===== src/rtl/riscv_pkg.sv =====
// Shared RISC-V definitions: opcodes, the canonical NOP and fetch FSM states.
// Fetch misalignment trapping is selected by FETCH_MISALIGN_TRAP_EN.
package riscv_pkg;

    localparam int XLEN_DEF = 32;

    localparam logic [31:0] NOP_INSTR = 32'h0000_0013;

    localparam logic [6:0] OP_LOAD   = 7'h03;
    localparam logic [6:0] OP_IMM    = 7'h13;
    localparam logic [6:0] OP_AUIPC  = 7'h17;
    localparam logic [6:0] OP_STORE  = 7'h23;
    localparam logic [6:0] OP_REG    = 7'h33;
    localparam logic [6:0] OP_LUI    = 7'h37;
    localparam logic [6:0] OP_BRANCH = 7'h63;
    localparam logic [6:0] OP_JALR   = 7'h67;
    localparam logic [6:0] OP_JAL    = 7'h6f;

    typedef enum logic [1:0] {
        FS_FETCH = 2'd0,
        FS_WAIT  = 2'd1,
        FS_HOLD  = 2'd2,
        FS_HALT  = 2'd3
    } fetch_state_e;

endpackage


===== src/rtl/fetch_unit_next_pc_sel.sv =====
// Next-PC target mux with alignment handling.
// FETCH_MISALIGN_TRAP_EN keeps bit 1 so the caller can trap on it.
module next_pc_sel
    import riscv_pkg::*;
#(
    parameter int XLEN = XLEN_DEF
) (
    input  logic            pcsrc,
    input  logic            jalr,
    input  logic [XLEN-1:0] pc_plus4,
    input  logic [XLEN-1:0] pctarget,
    input  logic [XLEN-1:0] aluresult,
    output logic [XLEN-1:0] next_pc
);

    logic [XLEN-1:0] raw;

    always_comb begin
        raw = pc_plus4;
        unique case (1'b1)
            jalr:           raw = aluresult & ~XLEN'(1);
            (pcsrc & ~jalr): raw = pctarget;
            default:        raw = pc_plus4;
        endcase
    end

`ifdef FETCH_MISALIGN_TRAP_EN
    assign next_pc = raw;
`else
    assign next_pc = raw & ~XLEN'(3);
`endif

endmodule


===== src/rtl/fetch_unit.sv =====
// Instruction fetch stage: PC register, one-outstanding imem request, hold.
// Define FETCH_MISALIGN_TRAP_EN to halt on a misaligned next PC.
module fetch_unit
    import riscv_pkg::*;
#(
    parameter int              XLEN     = XLEN_DEF,
    parameter logic [XLEN-1:0] RESET_PC = '0
) (
    input  logic            clk,
    input  logic            rst_n,
    output logic            imem_req,
    output logic [XLEN-1:0] imem_addr,
    input  logic            imem_rvalid,
    input  logic [31:0]     imem_rdata,
    output logic            instr_valid,
    input  logic            instr_ready,
    output logic [31:0]     instr,
    output logic [6:0]      op,
    output logic [2:0]      funct3,
    output logic            funct7b5,
    output logic [XLEN-1:0] pc,
    output logic [XLEN-1:0] pc_plus4,
    input  logic            PCSrc,
    input  logic            Jalr,
    input  logic [XLEN-1:0] PCTarget,
    input  logic [XLEN-1:0] ALUResult,
`ifdef FETCH_MISALIGN_TRAP_EN
    output logic            misaligned,
`endif
    output logic [31:0]     retired
);

    localparam logic [1:0] FETCH = FS_FETCH;
    localparam logic [1:0] WAIT  = FS_WAIT;
    localparam logic [1:0] HOLD  = FS_HOLD;
    localparam logic [1:0] HALT  = FS_HALT;

    logic [1:0]      state;
    logic [XLEN-1:0] pc_q;
    logic [31:0]     instr_q;
    logic [31:0]     retired_q;
    logic [XLEN-1:0] next_pc;

    next_pc_sel #(.XLEN(XLEN)) u_next_pc_sel (
        .pcsrc     (PCSrc),
        .jalr      (Jalr),
        .pc_plus4  (pc_plus4),
        .pctarget  (PCTarget),
        .aluresult (ALUResult),
        .next_pc   (next_pc)
    );

    always_ff @(posedge clk or negedge rst_n) begin
        if (!rst_n) begin
            state     <= FETCH;
            pc_q      <= RESET_PC;
            instr_q   <= NOP_INSTR;
            retired_q <= '0;
        end else begin
            unique case (1'b1)
                (state == FETCH): state <= WAIT;
                (state == WAIT): begin
                    if (imem_rvalid) begin
                        instr_q <= imem_rdata;
                        state   <= HOLD;
                    end
                end
                (state == HOLD): begin
                    if (instr_ready) begin
                        pc_q      <= next_pc;
                        retired_q <= retired_q + 32'd1;
`ifdef FETCH_MISALIGN_TRAP_EN
                        state     <= next_pc[1] ? HALT : FETCH;
`else
                        state     <= FETCH;
`endif
                    end
                end
                default: state <= state;
            endcase
        end
    end

    // rst_n gating keeps the strobe quiet while memory is also in reset
    assign imem_req    = rst_n & (state == FETCH);
    assign imem_addr   = pc_q;
    assign instr_valid = (state == HOLD);
    assign instr       = instr_q;
    assign op          = instr_q[6:0];
    assign funct3      = instr_q[14:12];
    assign funct7b5    = instr_q[30];
    assign pc          = pc_q;
    assign pc_plus4    = pc_q + XLEN'(4);
    assign retired     = retired_q;

`ifdef FETCH_MISALIGN_TRAP_EN
    assign misaligned  = (state == HALT);
`endif

endmodule


===== config.mk =====
export PLATFORM = sky130hd
export DESIGN_NAME = fetch_unit
export DESIGN_NICKNAME = d
export VERILOG_FILES = /design/src/rtl/riscv_pkg.sv /design/src/rtl/fetch_unit_next_pc_sel.sv /design/src/rtl/fetch_unit.sv
export SDC_FILE = /design/constraint.sdc
export NUM_CORES = 1
export LEC_CHECK = 0
export CAP_MARGIN = 0
export CORE_ASPECT_RATIO = 0.6
export CORE_MARGIN = 3
export CORE_UTILIZATION = 44
export CTS_CLUSTER_SIZE = 40
export DETAILED_ROUTE_END_ITERATION = 7
export GPL_TIMING_DRIVEN = 0
export PLACE_DENSITY = 0.89
export SLEW_MARGIN = 20
export SYNTH_ARGS = -nofsm -noshare
export SYNTH_HDL_FRONTEND = slang
export SYNTH_HIERARCHICAL = 1
export SYNTH_SLANG_ARGS = --single-unit

===== constraint.sdc =====
create_clock -name clk -period 4.4 [get_ports clk]
set_input_delay 0.44 -clock clk [delete_from_list [all_inputs] [get_ports clk]]
set_output_delay 0.44 -clock clk [all_outputs]
set_load 0.05 [all_outputs]

### After elaboration in Yosys (flattened, before gate mapping)

Cells that the tools add are included.

* word-level logic and storage cells: 22
* output and inout bits: 173
* bits in registers: 96

* multiplexer cells: 4
* $add $sub $neg: 2
* reductions and logical operators: 5
* bitwise gates (word level): 3
* equal/unequal tests: 4

Operators with widths (count)
* $pmux W32 S2: 1
* $add A32 B1 Y32 const B: 1
* $add A32 B3 Y32 const B: 1
* $pmux W2 S3: 1
* $mux W2: 2
* $reduce_and A2 Y1: 2
* $reduce_and A3 Y1: 1
* $reduce_bool A3 Y1: 1
* $and A1 B1 Y1: 2
* $eq A2 B1 Y1 const B: 1
* $eq A2 B2 Y1 const B: 1
* $logic_not A2 Y1: 1
* $ne A2 B1 Y1 const B: 1
* $ne A2 B2 Y1 const B: 1
* $not A1 Y1: 1

### Logic depth before layout (Yosys ltp)

Gate-level depths: netlist of run 1.

* depth after elaboration: 3
* depth in mapped cells: 8
* gate-level depth less buffers: 8

### Hierarchy

The synthesis of run 1 kept the hierarchy.

Modules (own cells, without submodules)
* fetch_unit: sequential area each 2456.1 sq um, area each 4902.2 sq um, cells each 399, times used 1
* next_pc_sel: sequential area each 0.0 sq um, area each 686.9 sq um, cells each 104, times used 1

### Worst setup path after synthesis of run 1

Ideal clock, no wire load.

* kind: reg2reg
* start point: register pc_q[2] (netlist: imem_addr[2])
* end point: register pc_q[28] (netlist: imem_addr[28])
* stages on the path, launching flop included: 9
* library setup time: 0.067 ns
* path slack: 1.387 ns
* data required time: 4.333 ns
* period minus slack after synthesis: 3.013 ns
* data arrival time: 2.946 ns
* cells stage by stage: dfrtp_1 ha_1 nand3_1 nor3_4 nand4_1 xnor2_1 mux2i_1 o21ai_1 mux2_2

* word-level cells in the longest chain between the ends: 2

RTL lines
* start, declared: line fetch_unit.sv:39 `logic [XLEN-1:0] pc_q;`
* start signal, assigned: line fetch_unit.sv:70 `pc_q <= next_pc;`
* $add A32 B3 Y32: line fetch_unit.sv:93 `assign pc_plus4 = pc_q + XLEN'(4);`
* named net pc_plus4[28]: line fetch_unit.sv:22 `output logic [XLEN-1:0] pc_plus4,`
* $pmux W32 S2: line fetch_unit_next_pc_sel.sv:20 `unique case (1'b1)`
* named net next_pc[28]: line fetch_unit.sv:42 `logic [XLEN-1:0] next_pc;`

The timed path passes the listed nets, and every way through them passes these cells.
A chain may end at the register's enable or synchronous reset.

### Worst setup path after layout of run 1

* start point: register pc_q[2] (netlist: imem_addr[2])
* end point: output port pc_plus4[28]

* word-level cells in the longest chain between the ends: 1

RTL lines (line)
* $add A32 B3 Y32: fetch_unit.sv:93
* end, declared: fetch_unit.sv:22

No other way between the ends.

==> metrics.txt, run 1 <==
Crit. Startpoint=imem_addr[2]$_DFFE_PN0P_; max cap viols=0; Die Width=151.5 um; port buffer count=268; wire per inst=18.11 um; area of the die=0.01414 sq mm; Seq. cell area=0.002456 sq mm; Residual DRC=0; Setup Buffers After CTS=0; Mapped Area=0.005589 sq mm; CTS clock-pin slew for the worst setup and hold paths=0.07 ns; Rows=31; measured slew at the worst slew-check pin=0.6611 ns; clk buf depth=2; layout cells sized above 1=0.2005; Synth Register Bits=98; Max Fclk=279.9 MHz; CTS tree=done; Max stage delay on crit path=0.86 ns; clk sink count=98; Synth area leader=dfrtp_1; layout overhead on the synthesized area=57.91%; Post-Route WL=17.26 mm; Gate Count Post-Synth=503; distinct cell type count after synthesis=34; PostCTS Resize Cnt=0; RSZ-0062 raised after global routing=false; placed insts=938; post-synthesis sequential area ratio=0.4394; Remaining Overflow, GRT=0; total track usage=0.2412; RR Startpoint=imem_addr[2]$_DFFE_PN0P_; vias in the first global route=5,143; Setup Skew=0.009790 ns; Max Slew Vio Count=0; Top FF cell, synth=dfrtp_1; FFs w/ async S/R, synth=1.000; part of the cycle the worst path needs=0.8121; outcome=completed; core area=0.01222 sq mm; TritonCTS Buffers=9; routed via count=4,898; Max IR drop VDD=0.0007173 V; htree depth=3; fill cell count=864; Nets=893; critical path cell sequence=ha_1 > nand3_1 > nor3_4 > nand4_1 > xnor2_1 > clkdlybuf4s50_1; Die Y=93.30 um; top cell type's share of synthesized area=0.4253; Initial Utilization=0.4575; IO Count=275; Post-DRT Antenna Nets=0; first-pass detailed-route iteration total=4; Via density=5.140; Skew-Pair Late Insertion Delay=0.34 ns; routability congestion estimate=0.9007; largest net degree at the start of global routing=57; CP Data Required Time=3.96 ns; crit path kind=reg -> out; DRT iter0 DRCs=181; Final HPWL DP=13.45 mm; cts hold-fix bufs=0; PD cells=846.5 mW/mm^2; top post-synthesis cells by count=dfrtp_1, mux2_2, nand2_1; ANT cells=0; Post-synth EDFFs=0; Non-Filler Instances=953; Area contributors post-synth=dfrtp_1, mux2_2, xnor2_1; Hold/Removal Path Class=in -> async; slowest CP cell=clkdlybuf4s50_1; footprint of the multi-input gates=0.002606 sq mm; Static Leak=3.824 nW; Root Buffer=clkbuf_16; first-pass GRT wire length=26.96 mm; Startpoint Class=flip-flop; Rel. slew slack=0.5576; Hold Vio Cnt, Final=0; setup TNS=0 ns; CP max FO=7; initial antenna violation count=0; Yosys warnings=6; CP arrival=3.13 ns; # setup viols final=0; Critical Path End Type=output port; syn avg cell area=11.11 sq um; most frequent cell after synthesis=dfrtp_1; minimum clock period=3.573 ns
==> cell usage in the layout, fill, tap and decap left out, types with 2 or more instances in the layout <==
cell type and n:
buf_4 47, inv_1 6, clkdlybuf4s50_1 267, and2_1 4
nand3_2 2, bufinv_16 2, o21ai_1 30, nand3_1 18
clkbuf_16 9, ha_1 7, nand4_2 2, nor4_4 2
and4_1 6, nor3_4 2, nand2_1 51, nor2_1 9
dfrtp_1 95, buf_6 3, conb_1 2, and3_1 12
nand4_1 19, buf_12 3, dfstp_2 3, xnor2_1 46
buf_1 4, clkbuf_1 2, mux2i_1 31, xor2_1 13
nor3_1 3, nor4_2 2, nand4b_1 2, mux2_2 65
buf_2 10
==> critical path: cells and delay by family, from the launching register on <==
kind	cells	cell delay, ns
XOR/XNOR	1	0.27
adder cells (fa/ha/maj)	1	0.24
buffers and inverters	1	0.86
flip-flops	1	0.51
AND/OR/NAND/NOR	3	0.90
==> per-layer routing <==
metal	share of wire	vias to the layer above	global-route usage
met5	0	-	0
met4	0.016	0	0.05904
met3	0.073	25	0.06247
met2	0.48	188	0.3982
met1	0.43	2428	0.3187
li1	-	2257	-
==> cells by family after synthesis <==
kind of cell,count (synthesis),share of synthesized area
buffers and inverters,74,0.09492
AO/OA/AOI/OAI,32,0.02932
adder cells (fa/ha/maj),7,0.01567
XOR/XNOR,59,0.09246
multiplexers,96,0.1865
flip-flops,98,0.4394
AND/OR/NAND/NOR,136,0.1410
other,1,0.0006709
==> cell type report <==
class / count / area share
timing repair buffer: 269 / 0.3072
sequential: 98 / 0.2783
clock inverter: 6 / 0.01021
buffer: 68 / 0.05756
tap: 165 / 0.02339
inverter: 6 / 0.002552
clock buffer: 9 / 0.02552
multi-input combinational: 332 / 0.2953
==> where the power goes <==
group / leakage [nW] / total [W] / switching, W / internal, W
clock: 0.152 / 0.000841 / 0.000344 / 0.000497
combinational: 2.44 / 0.00500 / 0.00316 / 0.00184
sequential: 1.23 / 0.00163 / 0.000396 / 0.00123
total: 3.82 / 0.00747 / 0.00390 / 0.00357
==> path summary, 6_finish.rpt <==
path | endpoint | slack (ns) | cells past startpoint
setup / recovery | pc_plus4[28] | 0.83 | 6
hold / removal | retired[22]$_DFFE_PN0P_ | 0.02 | 1
setup reg to reg | imem_addr[28]$_DFFE_PN0P_ | 1.94 | 8
hold reg to reg | retired[31]$_DFFE_PN0P_ | 0.48 | 1
max in group asynchronous | instr[0]$_DFFE_PN1P_ | 3.74 | 2
min in group clk | retired[31]$_DFFE_PN0P_ | 0.48 | 1
==> state kept, by name (all words and copies together), names as in the netlist <==
register and flops:
imem_addr 32, instr 32, retired 32, state 2
==> metrics by stage <==
stage | utilization | total power [W] | setup slack [ns] | hold slack (ns) | instance area (sq um)
floorplan | - | 0.004939 | 1.387 | 0.1444 | 5593
global placement | 0.6942 | 0.006548 | -1.408 | 0.4604 | 8482
detailed placement | 0.6966 | 0.006654 | 1.197 | 0.3932 | 8511
CTS | 0.7224 | 0.007525 | 0.8022 | 0.01708 | 8826
global route | 0.7224 | 0.007761 | 0.6358 | 0.02680 | 8826
finish | 0.7224 | 0.007471 | 0.8268 | 0.01562 | 8826
(Power assumes the default switching activity.)
==> inputs of run 2 (changes only) <==
--- a/config.mk
+++ b/config.mk
@@ -8,11 +8,11 @@
 export CAP_MARGIN = 0
 export CORE_ASPECT_RATIO = 0.6
 export CORE_MARGIN = 3
-export CORE_UTILIZATION = 44
+export CORE_UTILIZATION = 41
 export CTS_CLUSTER_SIZE = 40
 export DETAILED_ROUTE_END_ITERATION = 7
 export GPL_TIMING_DRIVEN = 0
-export PLACE_DENSITY = 0.89
+export PLACE_DENSITY = 0.84
 export SLEW_MARGIN = 20
 export SYNTH_ARGS = -nofsm -noshare
 export SYNTH_HDL_FRONTEND = slang
==> constraint.sdc (replaced) <==
create_clock -name clk -period 3.3 [get_ports clk]
set_input_delay 0.33 -clock clk [delete_from_list [all_inputs] [get_ports clk]]
set_output_delay 0.33 -clock clk [all_outputs]
set_load 0.05 [all_outputs]
==> run 2 against run 1 <==
  * Sequential share of layout area barely moved
  * Largest cell class unchanged
  * First-iteration DRC count decreased by 5.5%
  * Via count fell by 2.2%
  * Cell area is essentially flat
  * Combinational power grew 32%
  * Cell count grew 0.84%
  * Clock-buffer cell count is 2 higher
  * Global-route usage is 2.0 points lower
  * Worst hold slack improved by 0.40 ns
  * Sequential power grew 33%
==> metrics.txt, run 2 (synthesis results as in run 1) <==
outcome=completed; largest net degree at the start of global routing=75; RSZ-0062 raised after global routing=false; Startpoint Class=flip-flop; Rows=32; met2 Usage GRT=0.3745; Skew-Pair Late Insertion Delay=0.34 ns; IO Count=275; fill cell count=1,010; wire per inst=17.75 um; Hold Vio Cnt, Final=0; vias in the first global route=4,969; M1 GR Usage=0.2918; footprint of the multi-input gates=0.002606 sq mm; slowest CP cell=clkdlybuf4s50_1; Nets=895; Power Total=0.009819 W; # setup viols final=0; total track usage=0.2208; Max Slew Vio Count=0; Remaining Overflow, GRT=0; Initial Utilization=0.4269; layout overhead on the synthesized area=57.85%; routed via count=4,790; setup TNS=0 ns; CP max FO=9; ANT cells=0; TritonCTS Buffers=9; Rel. slew slack=0.6118; Max Fclk=321.6 MHz; first-pass detailed-route iteration total=4; Post-DRT Antenna Nets=0; Post-Route WL=17.05 mm; reg2reg path depth=8; most common cell after layout, fill and taps aside=clkdlybuf4s50_1; Final HPWL DP=13.47 mm; Residual DRC=0; M3 GR Usage=0.05563; Hold/Removal Path Class=in -> async; measured slew at the worst slew-check pin=0.5824 ns; max cap viols=0; minimum clock period=3.110 ns; CP Data Required Time=2.97 ns; core area=0.01309 sq mm; clk buf depth=2; CP arrival=2.78 ns; PD cells=1113 mW/mm^2; Die Width=156.7 um; htree depth=3; clk sink count=98; Max IR drop VDD=0.0009651 V; Max stage delay on crit path=0.84 ns; area of the die=0.01512 sq mm; Top Usage Layer GRT=met2; Seq. cell area=0.002456 sq mm; first-pass GRT wire length=26.28 mm; crit path kind=reg -> out; Die Y=96.44 um; Setup Skew=0.009578 ns; Critical Path End Type=output port; DRT iter0 DRCs=171; port buffer count=268; Most common cell on crit path=and3_1; layout cells sized above 1=0.2048; Via density=4.984; initial antenna violation count=0; most frequent cells in the layout=clkdlybuf4s50_1, dfrtp_1, mux2_2; Root Buffer=clkbuf_16; critical path cell sequence=and3_1 > and3_1 > clkbuf_1 > nand4_1 > xnor2_1 > clkdlybuf4s50_1; CTS tree=done; CTS clock-pin slew for the worst setup and hold paths=0.07 ns; routability congestion estimate=0.8034; part of the cycle the worst path needs=0.9424; Static Leak=3.895 nW
[run 2: stage by stage]
stage	hold slack [ns]	std cells	setup WS, ns	utilization	cell area (sq um)
finish	0.4154	961	0.1902	0.6738	8822
detailed placement	0.2133	943	0.1855	0.6505	8517
CTS	0.4129	960	0.005391	0.6730	8811
global placement	0.4617	942	-2.232	0.6483	8488
floorplan	0.03441	504	0.2873	-	5593
global route	0.4344	961	0.01489	0.6738	8822
[run 2: final timing paths]
path | from | end | slack (ns)
worst min register to register | retired[31]$_DFFE_PN0P_ | retired[31]$_DFFE_PN0P_ | 0.49
worst min-delay path | rst_n | imem_addr[25]$_DFFE_PN0P_ | 0.42
worst max register to register | imem_addr[2]$_DFFE_PN0P_ | imem_addr[28]$_DFFE_PN0P_ | 0.86
max in group asynchronous | rst_n | instr[0]$_DFFE_PN1P_ | 2.19
worst max-delay path | imem_addr[14]$_DFFE_PN0P_ | pc_plus4[21] | 0.19
min in group clk | retired[31]$_DFFE_PN0P_ | retired[31]$_DFFE_PN0P_ | 0.49
[run 2: final cells by class]
cell class,instances,area share
Inverter,6,0.002553
Buffer,68,0.05758
Timing Repair Buffer,271,0.3082
Clock inverter,5,0.005106
Tap cell,170,0.02411
Multi-Input combinational cell,332,0.2954
Sequential cell,98,0.2784
Clock buffer,11,0.02865
[run 2: metal layers]
layer,part of all wire,routed length (um)
met5,0,0
met2,0.49,8361
met3,0.058,981
met4,0.011,195
met1,0.44,7515
[run 2: worst max-delay path: cells and delay by family, from the launching register on]
kind,cells,cell delay (ns)
xor+xnor,1,0.20
buf+inv,2,1.20
flops,1,0.46
simple gates,3,0.58
[run 2: what timing repair did]
item	in CTS	in global routing
hold buffers	1	0
resized for setup	11	9
endpoints found under the hold margin	25	0
setup endpoints to repair	11	11
setup buffers	0	1
[run 2: power by group]
group          total (W)  switching, W  leakage (nW)  internal [W]
clock network    0.00105      0.000482         0.145      0.000565
logic            0.00660       0.00419          2.52       0.00241
registers        0.00217      0.000527          1.23       0.00164
total            0.00982       0.00520          3.89       0.00462
